===== src/rtl/dz_scan_driver.sv =====
// dz_scan_driver: double-buffered 8x8 dual-colour dot-matrix scanner.
// Game logic writes rows into the back bank; the scanner multiplexes the
// front bank onto row/colg/colr. Banks swap only at a frame boundary so a
// displayed frame never mixes old and new content.
module dz_scan_driver #(
  parameter int CLK_DIV = 5000,
  parameter int DIV_W   = 16
) (
  input  logic       clk,
  input  logic       rst,
  input  logic       wr_en,
  input  logic [2:0] wr_row,
  input  logic [7:0] wr_g,
  input  logic [7:0] wr_r,
  input  logic       swap_req,
  input  logic       blank,
  output logic       swap_ack,
  output logic       frame_start,
  output logic [7:0] row,
  output logic [7:0] colg,
  output logic [7:0] colr
);

  // Each entry packs {green, red} for one row.
  logic [15:0]      bank0 [8];
  logic [15:0]      bank1 [8];
  logic             front_sel;
  logic             pending;
  logic [DIV_W-1:0] div_cnt;
  logic [2:0]       row_idx;
  logic             wrap_p1;

  // Stage p0: decode of the current counter values.
  logic             last_div_p0;
  logic             frame_end_p0;
  logic             swap_now_p0;
  logic             show_p0;
  logic [15:0]      front_row_p0;
  logic [7:0]       row_sel_p0;

  // Combinational decode of scan phase, swap decision and front-bank read.
  always_comb begin
    last_div_p0  = (div_cnt == DIV_W'(CLK_DIV - 1));
    frame_end_p0 = last_div_p0 && (row_idx == 3'd7);
    swap_now_p0  = frame_end_p0 && (pending || swap_req);
    show_p0      = !blank && (div_cnt != '0);
    front_row_p0 = front_sel ? bank1[row_idx] : bank0[row_idx];
    row_sel_p0   = ~(8'd1 << row_idx);
  end

  // Back-bank writes; the bank chosen uses front_sel before this edge, so a
  // write on the swap edge lands in the bank that is about to be shown.
  always_ff @(posedge clk or posedge rst) begin
    if (rst) begin
      for (int i = 0; i < 8; i++) begin
        bank0[i] <= '0;
        bank1[i] <= '0;
      end
    end else if (wr_en) begin
      if (front_sel) bank0[wr_row] <= {wr_g, wr_r};
      else           bank1[wr_row] <= {wr_g, wr_r};
    end
  end

  // Row-period divider and row index; both run regardless of blank.
  always_ff @(posedge clk or posedge rst) begin
    if (rst) begin
      div_cnt <= '0;
      row_idx <= 3'd0;
    end else if (last_div_p0) begin
      div_cnt <= '0;
      row_idx <= row_idx + 3'd1;
    end else begin
      div_cnt <= div_cnt + 1'b1;
    end
  end

  // Swap handshake: requests merge into one pending flag, honoured at the
  // frame boundary (including a request arriving in the boundary cycle).
  always_ff @(posedge clk or posedge rst) begin
    if (rst) begin
      front_sel <= 1'b0;
      pending   <= 1'b0;
      swap_ack  <= 1'b0;
    end else begin
      swap_ack <= swap_now_p0;
      if (swap_now_p0) begin
        front_sel <= ~front_sel;
        pending   <= 1'b0;
      end else if (swap_req) begin
        pending <= 1'b1;
      end
    end
  end

  // Stage p1: registered pin drive; phase 0 of each row period is dead time.
  always_ff @(posedge clk or posedge rst) begin
    if (rst) begin
      row         <= 8'hFF;
      colg        <= 8'h00;
      colr        <= 8'h00;
      wrap_p1     <= 1'b0;
      frame_start <= 1'b0;
    end else begin
      row         <= show_p0 ? row_sel_p0 : 8'hFF;
      colg        <= show_p0 ? front_row_p0[15:8] : 8'h00;
      colr        <= show_p0 ? front_row_p0[7:0] : 8'h00;
      wrap_p1     <= frame_end_p0;
      frame_start <= wrap_p1;
    end
  end

endmodule


===== config.mk =====
export PLATFORM = sky130hd
export DESIGN_NAME = dz_scan_driver
export DESIGN_NICKNAME = d
export VERILOG_FILES = /design/src/rtl/dz_scan_driver.sv
export SDC_FILE = /design/constraint.sdc
export NUM_CORES = 1
export LEC_CHECK = 0
export BUFFER_PORTS_ARGS = -buffer_cell sky130_fd_sc_hd__buf_2
export CORE_UTILIZATION = 60
export DETAILED_ROUTE_END_ITERATION = 16
export PLACE_DENSITY = 0.78
export REMOVE_ABC_BUFFERS = 1
export SYNTH_ARGS = -nofsm -noshare
export SYNTH_HDL_FRONTEND = slang
export SYNTH_SLANG_ARGS = --single-unit

===== constraint.sdc =====
create_clock -name clk -period 15.12 [get_ports clk]
set_clock_uncertainty 0.05 [all_clocks]
set_input_delay 3.024 -clock clk [delete_from_list [all_inputs] [get_ports clk]]
set_output_delay 3.024 -clock clk [all_outputs]
set_load 0.005 [all_outputs]

# ---- After elaboration in Yosys (flattened, before gate mapping)
# Index checks and enable logic that the tools add are counted.
dict set report word_totals {
  reg_bits 304
  in_bits 24
  word_cells 65
}
dict set report op_classes {
  n_mux 17
  reduce_logical 10
  order_cmp 3
  shifts 1
  n_eq_ne 2
  addsub 2
  bitwise 4
}
# operator count
set ops {}
lappend ops {{$bwmux 128} 2}
lappend ops {{$mux 16} 7}
lappend ops {{$bmux 16 s3} 2}
lappend ops {{$demux 16 s3} 1}
lappend ops {{$mux 8} 3}
lappend ops {{$add 16x1->16 const B} 1}
lappend ops {{$eq 16x13->1 const B} 1}
lappend ops {{$reduce_bool 16->1} 1}
lappend ops {{$ge 4x4->1 const B} 2}
lappend ops {{$not 3->4} 2}
lappend ops {{$not 8->8} 1}
lappend ops {{$shl 1x3->8 const A} 1}
lappend ops {{$logic_and 1x1->1} 4}
lappend ops {{$lt 4x1->1 const B} 1}
lappend ops {{$reduce_and 2->1} 2}
lappend ops {{$add 3x1->3 const B} 1}
lappend ops {{$eq 3x3->1 const B} 1}
lappend ops {{$mux 1} 2}
lappend ops {{$reduce_bool 2->1} 1}
lappend ops {{$logic_not 1->1} 1}
lappend ops {{$logic_or 1x1->1} 1}
lappend ops {{$not 1->1} 1}

# ---- Longest topological paths before layout
dict set report logic_depth {
  ltp_word 6
  ltp_mapped 8
  ltp_nobuf 6
}

# ---- Least setup slack after synthesis
# OpenSTA, ideal clock, no wires.
dict set report synth_timing {
  path_type {input-to-reg}
  startpoint {in wr_row[2]}
  endpoint {reg bank0[100] in the netlist's numbering}
  path_slack_ps 10694
  arrival_time_ps 4251
  path_stages 5
  path_cell_list {buf_6 nand2b_4 nor3_2 buf_4 mux2_2}
}
dict set report synth_via {
  elab_chain_cells 6
}
# item line_no
set synth_lines {}
lappend synth_lines {{start: declaration} 12} ;# input logic [2:0] wr_row,
lappend synth_lines {{$not 3->4 (implied by the code) *} 60} ;# if (front_sel) bank0[wr_row] <= {wr_g, wr_r};
lappend synth_lines {{$ge 4x4->1 (implied by the code) / $lt 4x1->1 (equally long branches)} 60}
lappend synth_lines {{$logic_and 1x1->1 (implied by the code)} 60}
lappend synth_lines {{$mux 16 (implied by the code)} 60}
lappend synth_lines {{$demux 16 s3 *} 60}
lappend synth_lines {{$bwmux 128 *} 60}
lappend synth_lines {{end signal: indexed assignment} 60}
lappend synth_lines {{end: declaration} 25} ;# logic [15:0] bank0 [8];
# Every way passes the cells marked *; elsewhere a longest branch is shown, timed or not.
# A chain may end at the register's enable or synchronous reset.

# ---- Worst setup path after layout
dict set report layout_timing {
  startpoint {in wr_row[1]}
  endpoint {reg bank0[67] in the netlist's numbering}
}
# Same word-level chain as after synthesis.

==> run summary <==
Status - completed
Clk buf depth - 3
Hold_ws - 0.308 ns
Post-CTS Setup Repair Bufs - 0
Worst-skew pair later-pin latency - 0.52 ns
Post-cts sizing count - 0
Hold crit path type - reg -> reg
Starting Density - 61.1%
RSZ-0062 raised after global routing - false
Die width - 154 um
Routed vias - 8,175
Most frequent cell after synthesis - dfrtp_1
Netlist cell types - 38
Post-Synth Adder-Cell Area - 0.726%
Synth cell count leaders - 296 x dfrtp_1, 237 x mux2_2, 129 x mux2i_1
Yosys warnings - 0
# rows - 55
Vias/cell - 6.15
Top FF cell, synth - dfrtp_1
Initial DRC count - 452
Nets@finish - 1,053
Setup_tns - 0 ns
Final setup viols - 0
Crit end category - register
Htree depth - 2
Die area - 23,600 sq um
Synth area leaders - dfrtp_1 54%, mux2_2 19%, mux2i_1 9.4%
Leakage - 6.72 nW
Number of synthesized flops with an enable pin - 0
DRT Pass-1 Iters - 4
Max-Cap Viols - 0
Arr. time, crit path - 4.96 ns
Antenna-violating nets left - 0
Area of the core - 22,600 sq um
Layout cell share with drive strength beyond 1 - 38.3%
Final period util - 30.5%
DRC viols - 0
Placed Area - 14,100 sq um
Fin cells - 1,330
Max_slew headroom - 21.3%
Post-DP HPWL - 17,000 um
Pin count of the biggest net entering global routing - 146
Mux cell area share after synthesis - 30.9%
Post-synthesis compound-gate area fraction - 4.25%
Fillers - 1,606
Die boundary height - 154 um
End-of-flow core utilization - 67.2%
Final wirelength - 29,600 um
Seq/Total Area, Yosys - 55.2%
Final worst path period need - 4.62 ns
Syn_area_per_cell - 13.9 sq um
Port buffer count - 49
Final hold vios - 0
Fmax achieved - 0.217 GHz
Fin area - 15,200 sq um
Post-Synth XOR/XNOR Area - 1.02%
Clock transition at the registers of the reported paths - 0.06 ns
Clock root cell - clkbuf_16
Per-cell routed wire length - 22.3 um
Num ports - 50
Pre-CTS WS - 9.91 ns
Cell Pwr Density - 121 nW/um^2
Gr ovfl total - 0
CP startpoint kind - input pin
Worst EP required - 15.46 ns
Area growth, synth to finish - 9.99%
Area leader, netlist - dfrtp_1
Final total power - 1.84 mW
Asr flop ratio synth - 100%
CTS tree - done
CP Max Fanout - 16
Hold_buf cts - 0
Post-synth top area share - 53.7%
ANT cells - 0
Netlist Area Pre-Place - 13,800 sq um
Simple-Gate Fraction of Synth Area - 4.67%
Num Clock Sinks - 304
Max-slew violations - 0
CP Class - in -> reg
Worst-Margin Slew - 1.18 ns
Largest family of logic cells by synthesized area - multiplexers
Antenna violations before repair - 0
Seq cells post-synth - 304
Global-route wire length before repair - 47,700 um
Post-Synthesis Cells - 993
Tot GR Track Use - 26.2%
Vias in the first global route - 8,417
Setup WS post-layout - 10.50 ns
RD Place Congestion - 0.761
Inserted Clock Buffers - 34
Max VDD drop - 91.1 uV
Placed Cells - 1,270
## cells by family after synthesis
group                      Yosys count
DFF                                304
buffers and inverters               81
adders and majority gates            8
and+or+nand+nor                    117
muxes                              386
xor gates and xnor gates            16
AOI/OAI and AO/OA                   81
## cell type report
class / instances / area (sq um) / share of cell area [%]
flip-flops and latches: 304 / 7620 / 50.2
inverters: 8 / 37.5 / 0.247
clock buffers: 48 / 943 / 6.22
repair buffers: 65 / 365 / 2.41
clock inverters: 12 / 85.1 / 0.561
well taps: 285 / 357 / 2.35
multi-input cells: 608 / 5760 / 38.0
## final timing paths
check | from | end | slack (ns) | depth (start not counted)
setup / recovery | wr_row[1] | bank0[67] | 10.50 | 4
hold / removal | wrap_p1 | frame_start | 0.31 | 0
setup reg to reg | row_idx[0] | colr[1] | 11.69 | 6
hold reg to reg | wrap_p1 | frame_start | 0.31 | 0
max in group asynchronous | rst | row_idx[0] | 10.56 | 3
min in group asynchronous | rst | bank1[83] | 2.69 | 2
## registers in the layout (all words and copies together), names as in the netlist
signal	flops
bank0	128
bank1	128
colg	8
colr	8
div_cnt	16
frame_start	1
front_sel	1
pending	1
row	8
row_idx	3
swap_ack	1
wrap_p1	1
## metal layers
metal / part of all wire [%] / track usage [%] / up-vias
met4: 2.8 / 9.86 / 0
met2: 48 / 40.6 / 189
met5: 0 / 0 / -
li1: - / - / 3645
met3: 4.4 / 4.59 / 62
met1: 45 / 37.3 / 4279
## placed cells by master (no fill, tap or decap), types with 2 or more instances in the layout
cell type  synthesis  final
buf_4             12     16
ha_1               8      8
nor2b_1            4      2
xnor2_1           10     10
nor2_1            19     18
a22oi_1           64     64
inv_1              8      7
mux2_4            20     20
nand3_1           11     11
buf_2             19     49
clkbuf_16          0     34
nand4_1            4      4
nand2b_4           2      2
inv_6              0      3
xor2_1             6      6
o22ai_1           16     16
dfrtp_1          296    295
clkinv_2           0      7
dfstp_2            8      8
mux2_2           237    237
and2_1             3      3
nor3_4             1      3
nor2_2             4      4
or3_1              4      4
nor4_1             3      3
clkbuf_1          32     10
nand2_1           46     46
clkbuf_8           0      4
nor4_4             2      2
nor3_1             6      6
mux2i_1          129    129
## critical path, cell delays in order
cell and delay (ns):
buf_2 0.28, nand3_1 0.27, nor2_2 0.96, mux2_2 0.42
## power breakdown
group | switching, mW | total, mW | internal (mW)
sequential | 0.0391 | 0.929 | 0.890
clock | 0.327 | 0.765 | 0.439
combinational | 0.0648 | 0.146 | 0.0815
(Power assumes the default switching activity.)
